## config.mk

```make
export PLATFORM = sky130hd
export DESIGN_NAME = npu_window_sram_flat
export DESIGN_NICKNAME = d
export VERILOG_FILES = /design/src/rtl/npu_window_sram_if.sv /design/src/rtl/npu_window_sram.sv /design/src/flat_wrapper.sv
export SDC_FILE = /design/constraint.sdc
export NUM_CORES = 1
export LEC_CHECK = 0
export ABC_AREA = 1
export ABC_CLOCK_PERIOD_IN_PS = 5300
export CAP_MARGIN = 20
export CORE_ASPECT_RATIO = 1.2
export CORE_UTILIZATION = 35
export CTS_CLUSTER_DIAMETER = 120
export DETAILED_ROUTE_END_ITERATION = 12
export HOLD_SLACK_MARGIN = 0.05
export PLACE_DENSITY = 0.54
export SLEW_MARGIN = 20
export SYNTH_ARGS = -nofsm -noshare
export SYNTH_HDL_FRONTEND = slang
export SYNTH_SLANG_ARGS = --single-unit
```

## constraint.sdc

```tcl
create_clock -name clk -period 5.3 [get_ports clk]
set_input_delay 1.06 -clock clk [delete_from_list [all_inputs] [get_ports clk]]
set_output_delay 1.06 -clock clk [all_outputs]
set_load 0.1 [all_outputs]
```

## src/rtl/npu_window_sram_if.sv

```systemverilog
// npu_window_sram_if: tile load stream, load status and the two window read ports
interface npu_window_sram_if #(
  parameter int DATA_WIDTH = 8,
  parameter int SRAM_ADDR_WIDTH = 4
);
  logic load_start;
  logic [SRAM_ADDR_WIDTH:0] load_len;
  logic wr_valid;
  logic [DATA_WIDTH-1:0] wr_data;
  logic wr_ready;
  logic loaded;
  logic [SRAM_ADDR_WIDTH:0] load_count;
  logic [SRAM_ADDR_WIDTH-1:0] rd_addr1;
  logic [DATA_WIDTH-1:0] rd_data1;
  logic [SRAM_ADDR_WIDTH-1:0] rd_addr2;
  logic [DATA_WIDTH-1:0] rd_data2;
  modport master (
    output load_start, load_len, wr_valid, wr_data, rd_addr1, rd_addr2,
    input  wr_ready, loaded, load_count, rd_data1, rd_data2
  );
  modport slave (
    input  load_start, load_len, wr_valid, wr_data, rd_addr1, rd_addr2,
    output wr_ready, loaded, load_count, rd_data1, rd_data2
  );
endinterface

```

## src/rtl/npu_window_sram.sv

```systemverilog
// npu_window_sram: tile scratchpad with streamed fill and two 1-cycle read ports.
// NPU_SRAM_ZERO_PAD_EN: reads at or beyond the current load count return 0.
module npu_window_sram #(
  parameter int DATA_WIDTH = 8,
  parameter int SRAM_ADDR_WIDTH = 4,
  parameter int SRAM_DEPTH = 16
) (
  input logic clk,
  input logic rst,
  npu_window_sram_if.slave bus
);
  localparam int AW = SRAM_ADDR_WIDTH;
  typedef enum logic [1:0] {IDLE, LOAD, FULL} state_t;
  state_t state;
  logic [DATA_WIDTH-1:0] mem [SRAM_DEPTH];
  logic [AW:0] len, count, count_nxt, eff_len, lim;
  logic wr_ready, loaded, we;
  logic [DATA_WIDTH-1:0] rd_data1, rd_data2, q1, q2;
  assign eff_len = (bus.load_len > (AW+1)'(SRAM_DEPTH)) ? (AW+1)'(SRAM_DEPTH) : bus.load_len;
  assign count_nxt = count + (AW+1)'(1);
  assign we = (state == LOAD) && bus.wr_valid;
`ifdef NPU_SRAM_ZERO_PAD_EN
  assign lim = count;
`else
  assign lim = (AW+1)'(SRAM_DEPTH);
`endif
  // count never exceeds the depth, so lim also masks out-of-range addresses
  assign q1 = ({1'b0, bus.rd_addr1} >= lim) ? '0 : mem[bus.rd_addr1];
  assign q2 = ({1'b0, bus.rd_addr2} >= lim) ? '0 : mem[bus.rd_addr2];
  always_ff @(posedge clk or posedge rst)
    if (rst) begin
      state <= IDLE;
      len <= '0;
      count <= '0;
      wr_ready <= 1'b0;
      loaded <= 1'b0;
      rd_data1 <= '0;
      rd_data2 <= '0;
    end else begin
      rd_data1 <= q1;
      rd_data2 <= q2;
      case (state)
        LOAD: if (bus.wr_valid) begin
          count <= count_nxt;
          if (count_nxt == len) begin
            state <= FULL;
            wr_ready <= 1'b0;
            loaded <= 1'b1;
          end
        end
        default: if (bus.load_start) begin
          len <= eff_len;
          count <= '0;
          state <= (eff_len == '0) ? FULL : LOAD;
          wr_ready <= (eff_len != '0);
          loaded <= (eff_len == '0);
        end
      endcase
    end
  // storage is deliberately not reset; the write address is the running count
  always_ff @(posedge clk)
    if (we) mem[count[AW-1:0]] <= bus.wr_data;
  assign bus.wr_ready = wr_ready;
  assign bus.loaded = loaded;
  assign bus.load_count = count;
  assign bus.rd_data1 = rd_data1;
  assign bus.rd_data2 = rd_data2;
endmodule
```

## src/flat_wrapper.sv

```systemverilog
// flat-port wrapper written by rule: the top's interface ports become plain ports
module npu_window_sram_flat 
#(
  parameter int DATA_WIDTH = 8,
  parameter int SRAM_ADDR_WIDTH = 4,
  parameter int SRAM_DEPTH = 16
)
  (clk, rst, bus_load_start, bus_load_len, bus_wr_valid, bus_wr_data, bus_rd_addr1, bus_rd_addr2, bus_wr_ready, bus_loaded, bus_load_count, bus_rd_data1, bus_rd_data2);
  npu_window_sram_if #(.DATA_WIDTH(DATA_WIDTH), .SRAM_ADDR_WIDTH(SRAM_ADDR_WIDTH)) bus_i ();
  input logic clk;
  input logic rst;
  input wire logic [$bits(bus_i.load_start)-1:0] bus_load_start;
  input wire logic [$bits(bus_i.load_len)-1:0] bus_load_len;
  input wire logic [$bits(bus_i.wr_valid)-1:0] bus_wr_valid;
  input wire logic [$bits(bus_i.wr_data)-1:0] bus_wr_data;
  input wire logic [$bits(bus_i.rd_addr1)-1:0] bus_rd_addr1;
  input wire logic [$bits(bus_i.rd_addr2)-1:0] bus_rd_addr2;
  output wire logic [$bits(bus_i.wr_ready)-1:0] bus_wr_ready;
  output wire logic [$bits(bus_i.loaded)-1:0] bus_loaded;
  output wire logic [$bits(bus_i.load_count)-1:0] bus_load_count;
  output wire logic [$bits(bus_i.rd_data1)-1:0] bus_rd_data1;
  output wire logic [$bits(bus_i.rd_data2)-1:0] bus_rd_data2;
  assign bus_i.load_start = bus_load_start;
  assign bus_i.load_len = bus_load_len;
  assign bus_i.wr_valid = bus_wr_valid;
  assign bus_i.wr_data = bus_wr_data;
  assign bus_i.rd_addr1 = bus_rd_addr1;
  assign bus_i.rd_addr2 = bus_rd_addr2;
  assign bus_wr_ready = bus_i.wr_ready;
  assign bus_loaded = bus_i.loaded;
  assign bus_load_count = bus_i.load_count;
  assign bus_rd_data1 = bus_i.rd_data1;
  assign bus_rd_data2 = bus_i.rd_data2;
  npu_window_sram #(.DATA_WIDTH(DATA_WIDTH), .SRAM_ADDR_WIDTH(SRAM_ADDR_WIDTH), .SRAM_DEPTH(SRAM_DEPTH)) u_core (.clk(clk), .rst(rst), .bus(bus_i));
endmodule
```

==> impl_metrics.csv, run 1 <==
group,metric,value,unit
die,chipWidth,135.6,um
critical_path,critPathBufInv,1,
critical_path,critical_path.slowest_cell,"clkdlybuf4s50_1",
synthesis,synth_edf_count,128,
sta,timing.final.setup_violations,0,
synthesis,synth-warning-count,0,
global_routing,grt_pass1_wl,31.62,mm
placement,dp.cells,1020,
layout,drive_above_1_share,6.641,%
die,dieHeight,162.3,um
die,ios,48,
hold_path,hold_start,"u_core.bus.loaded",
layout,design_area,8690,sq um
placement,dp_slack,1.991,ns
synthesis,netlist_top_cells_area,"edfxtp_1, dfrtp_1, nand3_1",
detailed_routing,wirelength,20.56,mm
clock_tree,cts_buffers,17,
critical_path,critical_path.cell_chain,"clkdlybuf4s50_1",
critical_path,reg2reg_depth,5,
clock_tree,clk_path_buf_depth,2,
detailed_routing,avgRoutedWirePerCell,19.52,um
synthesis,synth_nets,775,
synthesis,synth-main-ff-cell,"edfxtp_1",
hold_path,min_delay_path_depth,2,
synthesis,yosysUniqueCellTypes,25,
detailed_routing,drtIter0Drc,489,
detailed_routing,drt-vias-per-instance,5.425,
placement,dpl_cell_area,8074,sq um
clock_tree,clk_pin_slew_worst_paths,0.06,ns
critical_path,worstPathRequired,4.24,ns
critical_path,start_kind,"flip-flop",
global_routing,grt_usage,19.66,%
job,maxCapViolations,0,
layout,multi_input_area,2337,sq um
clock_tree,cts-resized-gates,0,
global_routing,overflow,0,
placement,hpwlAfterDp,13.59,mm
hold_path,holdPathEnd,"u_core.bus.loaded",
global_routing,grt_max_degree,104,
detailed_routing,antenna_left,0,
global_routing,grt_pass1_vias,5434,
clock_tree,postCtsHoldBufs,0,
clock_tree,cts_max_level,4,
synthesis,synth.most_common_cell,"edfxtp_1",
sta,hold_viol_final,0,
synthesis,syn_area,7495,sq um
critical_path,critPathArrivalTime,2.25,ns
clock_tree,cts.sinks,156,
synthesis,synth-seq-area-share,60.63,%
synthesis,synthCells,746,
power,p_leak,3.238,nW
placement,io_buffers,47,
layout,diodes,0,
clock_tree,clockRootBuffer,"clkbuf_16",
critical_path,cp_slowest_stage_delay,1.23,ns
run_status,status,"completed",
synthesis,synth_top_area_share,51.29,%
critical_path,critical_path_class,"reg2out",
die,core,20970,sq um
critical_path,cp_max_fo,10,
sta,rsz0062_at_grt,"no",
sta,drv_slew,0,
synthesis,postSynthAreaPerCell,10.05,sq um
clock_tree,cts_tree,"done",
sta,finalCritPeriodShare,62.51,%
layout,stdcell_count,1053,
clock_tree,post_cts_buffers,0,
clock_tree,worstSkewPairLatency,0.43,ns
critical_path,r2r_slack,3.17,ns
sta,min_period,3.313,ns
synthesis,ys_ff_latch,156,
placement,gp_congestion,0.8819,
sta,relSlewSlack,21.80,%
detailed_routing,drc,0,
critical_path,r2r-end,"u_core.mem[13][5]",
layout,syn2layout_area_growth,15.94,%
hold_path,min_path_type,"reg2reg",
layout,nets,799,
global_routing,antenna_found_initial,0,
layout,area.sequential,4544,sq um
detailed_routing,firstDrtPassIters,5,
sta,tns,0,ns
synthesis,synth_area_leader_cell,"edfxtp_1",
sta,tightest_slew,1.169,ns
power,p_per_area,384.8,nW/um^2
sta,skew,0.008231,ns
die,fp.dieArea,22010,sq um
synthesis,synth_common_cells,"edfxtp_1, nand2_1, nand3_1",
synthesis,async_flop_share,17.95,%
power,vdd_drop_max,444.9,uV
critical_path,cpLargestDelayFamily,"buffers and inverters",
layout,num-fill-cells,1983,
detailed_routing,vias,5712,
sta,fmax,301.8,MHz
die,rows,58,
critical_path,r2r_start,"u_core.bus.loaded",
die,start_util,35.74,%
sta,fin_ws,1.987,ns
critical_path,crit_path_end_kind,"output pin",
worst max-delay path by stage:
| stage | end | cells past startpoint | slack [ns] | startpoint |
|---|---|---|---|---|
| CTS | bus_load_count[2] | 1 | 1.98 | u_core.bus.load_count[2] |
| global route | bus_load_count[2] | 1 | 1.95 | u_core.bus.load_count[2] |
| global placement | u_core.bus.rd_data2[1] | 5 | 1.98 | bus_rd_addr2[2] |
| floorplan | u_core.mem[11][0] | 3 | 2.81 | u_core.bus.load_count[0] |
| finish | bus_load_count[2] | 1 | 1.99 | u_core.bus.load_count[2] |
| detailed placement | u_core.bus.rd_data2[1] | 5 | 1.99 | bus_rd_addr2[2] |
cell usage in the layout (no fill, tap or decap), drive strengths merged:
master,count
o211ai,64
nand3,106
nand2,112
o21ai,69
clkinv,2
clkinvlp,6
nand4,5
xnor2,1
nor3,3
ha,4
a21oi,65
clkbuf,19
edfxtp,128
dfrtp,28
o22ai,5
clkdlybuf4s50,43
buf,13
inv,91
nor2,16
bufinv,3
per-layer routing:
layer	vias up	track usage, %	wire [um]
li1	2698	-	-
met1	2742	23.71	8324
met2	228	33.60	10290
met3	44	2.840	1068
met4	0	10.57	877
met5	-	0	0
registers in the layout (all words and copies together), names as in the netlist:
register and flops:
u_core.mem 128, u_core.state 1, u_core.len 5, u_core.bus.rd_data2 8, u_core.bus.load_count 5, u_core.bus.rd_data1 8
u_core.bus.loaded 1
logic make-up (layout without fill, tap and decap cells):
kind of cell,count (synthesis),count (layout),synth area share (%)
AO/OA/AOI/OAI,203,203,15.91
flip-flops,156,156,60.63
adder cells (fa/ha/maj),4,4,0.6678
AND/OR/NAND/NOR,242,242,14.49
XOR/XNOR,1,1,0.1169
buffers and inverters,140,177,8.180
final cells by class:
cell class	count	area share [%]
Multi-Input combinational cell	450	26.90
Tap cell	270	3.888
Clock buffer	19	5.097
Timing Repair Buffer	56	6.019
Clock inverter	13	1.901
Sequential cell	156	52.30
Inverter	89	3.902
stage by stage:
step                      power [mW]  util [%]  hold WS (ns)
after floorplan                1.934         -        0.4734
after global placement         2.115     38.50        0.5086
after detailed placement       2.121     38.50        0.5355
after CTS                      3.363     41.40        0.5541
after global routing           3.461     41.43        0.5810
final                          3.344     41.43        0.5435
report_power, final:
part	internal, mW	leakage (nW)	switching, mW
Combinational	0.160	1.47	0.483
Clock	0.754	0.276	0.496
Sequential	1.40	1.50	0.0489
Power figures use the tool's default switching activity.
==> inputs of run 2 (changes only) <==
--- a/config.mk
+++ b/config.mk
@@ -6,7 +6,7 @@
 export NUM_CORES = 1
 export LEC_CHECK = 0
 export ABC_AREA = 1
-export ABC_CLOCK_PERIOD_IN_PS = 5300
+export ABC_CLOCK_PERIOD_IN_PS = 3200
 export CAP_MARGIN = 20
 export CORE_ASPECT_RATIO = 1.2
 export CORE_UTILIZATION = 35
==> constraint.sdc (replaced) <==
create_clock -name clk -period 3.2 [get_ports clk]
set_input_delay 0.64 -clock clk [delete_from_list [all_inputs] [get_ports clk]]
set_output_delay 0.64 -clock clk [all_outputs]
set_load 0.1 [all_outputs]
==> impl_metrics.csv, run 2 (synthesis results as in run 1) <==
group,metric,value,unit
layout,layout.cells.most_common,"edfxtp_1",
detailed_routing,avgRoutedWirePerCell,19.80,um
critical_path,worstPathRequired,3.25,ns
hold_path,hold_start,"u_core.len[4]",
detailed_routing,drc,0,
power,pwr-share-seq,43.2,%
detailed_routing,firstDrtPassIters,7,
sta,tns,0,ns
critical_path,start_kind,"primary input",
critical_path,critical_path.slowest_cell,"nor2_1",
critical_path,r2r_slack,1.25,ns
layout,postLayoutCoreUtil,41.70,%
layout,nets,806,
clock_tree,cts.sinks,156,
global_routing,grt_pass1_vias,5593,
clock_tree,cts_max_level,4,
global_routing,overflow,0,
sta,skew,0.007227,ns
clock_tree,postCtsHoldBufs,0,
global_routing,grt_max_degree,82,
sta,relSlewSlack,30.26,%
run_status,status,"completed",
sta,hold_viol_final,0,
placement,gp_congestion,0.9612,
clock_tree,worstSkewPairLatency,0.42,ns
critical_path,crit_path_end_kind,"flip-flop",
detailed_routing,drtIter0Drc,512,
layout,diodes,0,
critical_path,critical_path.cell_chain,"clkdlybuf4s50_1 > inv_1 > nor2_4 > nand2_1 > nor2_1",
critical_path,cp_slowest_stage_delay,0.58,ns
power,p_int,3.904,mW
job,maxCapViolations,0,
layout,largest_reg_flops,128,
placement,io_buffers,47,
critical_path,r2r_start,"u_core.bus.load_count[0]",
critical_path,critical_path_class,"in2reg",
clock_tree,clk_path_buf_depth,2,
sta,tightest_slew,1.043,ns
critical_path,reg2reg_depth,4,
sta,hold_ws,0.5401,ns
hold_path,min_delay_path_depth,2,
power,combPwrFrac,19.2,%
hold_path,holdPathEnd,"u_core.len[4]",
global_routing,grt_pass1_wl,32.13,mm
detailed_routing,vias,5784,
die,fp.dieArea,22010,sq um
placement,dp_slack,0.6090,ns
power,p_sw,1.657,mW
die,rows,58,
power,p_sw_share,29.80,%
power,clockPowerShare,37.6,%
power,p_leak,3.340,nW
clock_tree,post_cts_buffers,0,
sta,rsz0062_at_grt,"no",
placement,dp.cells,1028,
die,core,20970,sq um
power,finalPower,5.561,mW
hold_path,min_path_type,"reg2reg",
clock_tree,clk_pin_slew_worst_paths,0.06,ns
layout,stdcell_count,1060,
clock_tree,cts_buffers,17,
sta,drv_slew,0,
clock_tree,clockRootBuffer,"clkbuf_16",
power,vdd_drop_max,456.5,uV
critical_path,critPathArrivalTime,2.18,ns
power,p_per_area,635.9,nW/um^2
sta,finalCritPeriodShare,66.44,%
die,start_util,35.74,%
global_routing,grt_usage,20.18,%
detailed_routing,antenna_left,0,
die,ios,48,
placement,hpwlAfterDp,14.14,mm
sta,timing.final.setup_violations,0,
layout,final_cell_mix,"edfxtp_1, nand2_1, nand3_1, inv_1, o21ai_0",
layout,drive_above_1_share,10.25,%
clock_tree,cts-resized-gates,0,
detailed_routing,wirelength,20.98,mm
die,dieHeight,162.3,um
detailed_routing,drt-vias-per-instance,5.457,
sta,fin_ws,1.074,ns
layout,design_area,8745,sq um
critical_path,cp_max_fo,8,
layout,num-fill-cells,1992,
layout,syn2layout_area_growth,16.68,%
placement,dpl_cell_area,8127,sq um
die,chipWidth,135.6,um
critical_path,r2r-end,"u_core.mem[14][0]",
sta,min_period,2.126,ns
sta,fmax,470.3,MHz
clock_tree,cts_tree,"done",
global_routing,antenna_found_initial,0,
run 2: cell count changes in the layout (fill, tap and decap cells not counted), sizes merged:
| cell | delta |
|---|---|
| inv | -2 |
| clkinvlp | -4 |
| bufinv | +1 |
| clkdlybuf4s50 | -23 |
| clkbuf | +2 |
| buf | +30 |
| clkinv | +3 |
run 2: worst max path at each step:
stage	cells after the start	slack, ns	to	from
floorplan	3	0.71	u_core.mem[11][0]	u_core.bus.load_count[0]
global placement	5	0.67	u_core.mem[1][3]	bus_wr_valid
detailed placement	5	0.61	u_core.mem[13][4]	bus_wr_valid
CTS	5	1.06	u_core.mem[13][6]	bus_wr_valid
global route	5	0.94	u_core.mem[13][5]	bus_wr_valid
finish	5	1.07	u_core.mem[13][3]	bus_wr_valid
run 2: area by class of cell:
type	count	area [sq um]	share of cell area (%)
Multi-Input combinational cell	450	2337	26.73
Timing Repair Buffer	63	568.0	6.496
Clock inverter	11	167.7	1.917
Inverter	89	339.1	3.878
Sequential cell	156	4544	51.97
Tap cell	270	337.8	3.863
Clock buffer	21	450.4	5.151
run 2: worst max-delay path, delay by kind of cell:
family | cells | cell delay (ns)
buf+inv | 2 | 0.52
simple gates | 3 | 1.02
run 2: power groups by stage:
stage          sequential (mW)  clock (mW)  combinational [mW]
3_3_place_gp              2.44           0                1.06
6_report                  2.40        2.09                1.07
3_5_place_dp              2.44           0                1.07
5_1_grt                   2.41        2.22                1.15
4_1_cts                   2.40        2.14                1.07
2_1_floorplan             2.76           0               0.442
run 2: routing by layer:
layer	track usage, %	vias up	part of all wire [%]
met5	0	-	0
met4	13.23	0	5.3
met3	3.027	56	4.7
met2	33.67	259	50
met1	24.05	2764	40
li1	-	2705	-
==> inputs of run 3 (changes only) <==
--- a/config.mk
+++ b/config.mk
@@ -6,14 +6,14 @@
 export NUM_CORES = 1
 export LEC_CHECK = 0
 export ABC_AREA = 1
-export ABC_CLOCK_PERIOD_IN_PS = 3200
+export ABC_CLOCK_PERIOD_IN_PS = 1800
 export CAP_MARGIN = 20
 export CORE_ASPECT_RATIO = 1.2
 export CORE_UTILIZATION = 35
 export CTS_CLUSTER_DIAMETER = 120
 export DETAILED_ROUTE_END_ITERATION = 12
 export HOLD_SLACK_MARGIN = 0.05
-export PLACE_DENSITY = 0.54
+export PLACE_DENSITY = 0.56
 export SLEW_MARGIN = 20
 export SYNTH_ARGS = -nofsm -noshare
 export SYNTH_HDL_FRONTEND = slang
==> constraint.sdc (replaced) <==
create_clock -name clk -period 1.8 [get_ports clk]
set_input_delay 0.36 -clock clk [delete_from_list [all_inputs] [get_ports clk]]
set_output_delay 0.36 -clock clk [all_outputs]
set_load 0.1 [all_outputs]
==> impl_metrics.csv, run 3 (synthesis results as in run 1) <==
group,metric,value,unit
global_routing,grt_pass1_vias,5481,
sta,timing.final.setup_violations,0,
power,combPwrFrac,22.7,%
sta,finalCritPeriodShare,89.83,%
power,p_int,7.191,mW
critical_path,start_kind,"flip-flop",
power,vdd_drop_max,1472,uV
layout,syn2layout_area_growth,26.11,%
critical_path,worstPathRequired,1.44,ns
sta,skew,0.01252,ns
detailed_routing,firstDrtPassIters,5,
sta,min_period,1.617,ns
detailed_routing,wirelength,20.91,mm
power,pwr-share-seq,42.1,%
job,maxCapViolations,0,
power,p_sw,3.084,mW
global_routing,overflow,0,
power,p_sw_share,30.01,%
critical_path,crit_path_end_kind,"output pin",
detailed_routing,avgRoutedWirePerCell,19.06,um
clock_tree,worstSkewPairLatency,0.43,ns
run_status,status,"completed",
hold_path,min_path_type,"in2async",
clock_tree,clk_path_buf_depth,2,
global_routing,grt_usage,19.96,%
power,p_per_area,1087,nW/um^2
critical_path,critical_path_class,"reg2out",
layout,num-fill-cells,1931,
clock_tree,clk_pin_slew_worst_paths,0.06,ns
clock_tree,cts.sinks,156,
critical_path,critPathArrivalTime,1.26,ns
layout,multi_input_area,2362,sq um
clock_tree,cts_tree,"done",
sta,fmax,618.4,MHz
die,rows,58,
detailed_routing,drtIter0Drc,468,
die,dieHeight,162.3,um
detailed_routing,drc,0,
placement,hpwlAfterDp,14.28,mm
placement,io_buffers,47,
placement,gp_congestion,0.8410,
die,fp.dieArea,22010,sq um
layout,nets,843,
global_routing,antenna_found_initial,0,
layout,design_area,9452,sq um
sta,relSlewSlack,73.11,%
layout,layout.cells.most_common,"edfxtp_1",
die,chipWidth,135.6,um
detailed_routing,antenna_left,0,
layout,area.sequential,4559,sq um
critical_path,cp_max_fo,6,
placement,dpl_cell_area,8835,sq um
die,core,20970,sq um
layout,diodes,0,
sta,tns,0,ns
sta,fin_ws,0.1830,ns
clock_tree,clockRootBuffer,"clkbuf_16",
detailed_routing,vias,5771,
layout,postLayoutCoreUtil,45.07,%
power,p_leak,3.625,nW
sta,tightest_slew,0.3992,ns
die,start_util,35.74,%
power,clockPowerShare,35.2,%
clock_tree,cts_buffers,17,
sta,rsz0062_at_grt,"no",
layout,largest_reg_flops,128,
layout,final_cell_mix,"edfxtp_1, nand2_1, nand3_1, inv_1, o21ai_0",
placement,dp_slack,-0.07087,ns
layout,drive_above_1_share,15.72,%
sta,hold_viol_final,0,
die,ios,48,
global_routing,grt_pass1_wl,31.37,mm
sta,drv_slew,0,
clock_tree,cts_max_level,4,
detailed_routing,drt-vias-per-instance,5.261,
global_routing,grt_max_degree,72,
==> run 3: cell types whose count changed in the layout (fill, tap and decap cells not counted), sizes merged <==
cell      before  now
clkinv         5    1
clkinvlp       2    5
buf           43   80
clkbuf        21   22
inv           89   90
bufinv         4    3
==> run 3: power groups by stage <==
| stage | clock (mW) | combinational, mW | sequential (mW) |
|---|---|---|---|
| after floorplan | 0 | 0.794 | 4.94 |
| after global placement | 0 | 2.29 | 4.40 |
| after detailed placement | 0 | 2.29 | 4.40 |
| after CTS | 3.65 | 2.30 | 4.34 |
| after global routing | 3.80 | 2.50 | 4.35 |
| final | 3.61 | 2.33 | 4.33 |
==> run 3: cell type report <==
cell class / instances / area share, %
Clock inverter: 10 / 1.483
Sequential cell: 156 / 48.24
Clock buffer: 22 / 4.805
Tap cell: 270 / 3.574
Timing Repair Buffer: 100 / 13.32
Inverter: 89 / 3.588
Multi-Input combinational cell: 450 / 24.99
==> run 3: critical path: stages, from the launching register on <==
cell and delay [ns]:
dfrtp_4 0.51, buf_4 0.16, buf_12 0.16
==> run 3: stage by stage <==
stage	hold WS [ns]	std cells	power, mW
floorplan	0.4253	746	5.731
global placement	0.4952	1062	6.698
detailed placement	0.4984	1062	6.698
CTS	0.3131	1094	10.28
global route	0.3572	1097	10.65
finish	0.3050	1097	10.28
==> run 3: path summary, 6_finish.rpt <==
path,start,end,slack [ns],cells after the start
worst min-delay path,rst,u_core.len[4],0.31,3
worst max-delay path,u_core.bus.load_count[0],bus_load_count[0],0.18,2
worst max register to register,u_core.bus.load_count[1],u_core.mem[11][0],0.18,5
min in group clk,bus_rd_addr1[0],u_core.bus.rd_data1[4],0.39,5
max in group asynchronous,rst,u_core.bus.load_count[1],1.18,3
worst min register to register,u_core.len[1],u_core.len[1],0.51,2
==> run 3: repair_timing <==
item,in CTS,in global routing
resized for setup,0,1
setup endpoints to repair,0,2
setup buffers,0,3
hold buffers,0,0
hold endpoints to repair,0,0
==> run 3: layer usage <==
| layer | wire length (um) | GRT usage, % |
|---|---|---|
| met1 | 8230 | 22.61 |
| met2 | 10700 | 34.49 |
| met3 | 1029 | 4.401 |
| met4 | 941 | 11.18 |
| met5 | 0 | 0 |
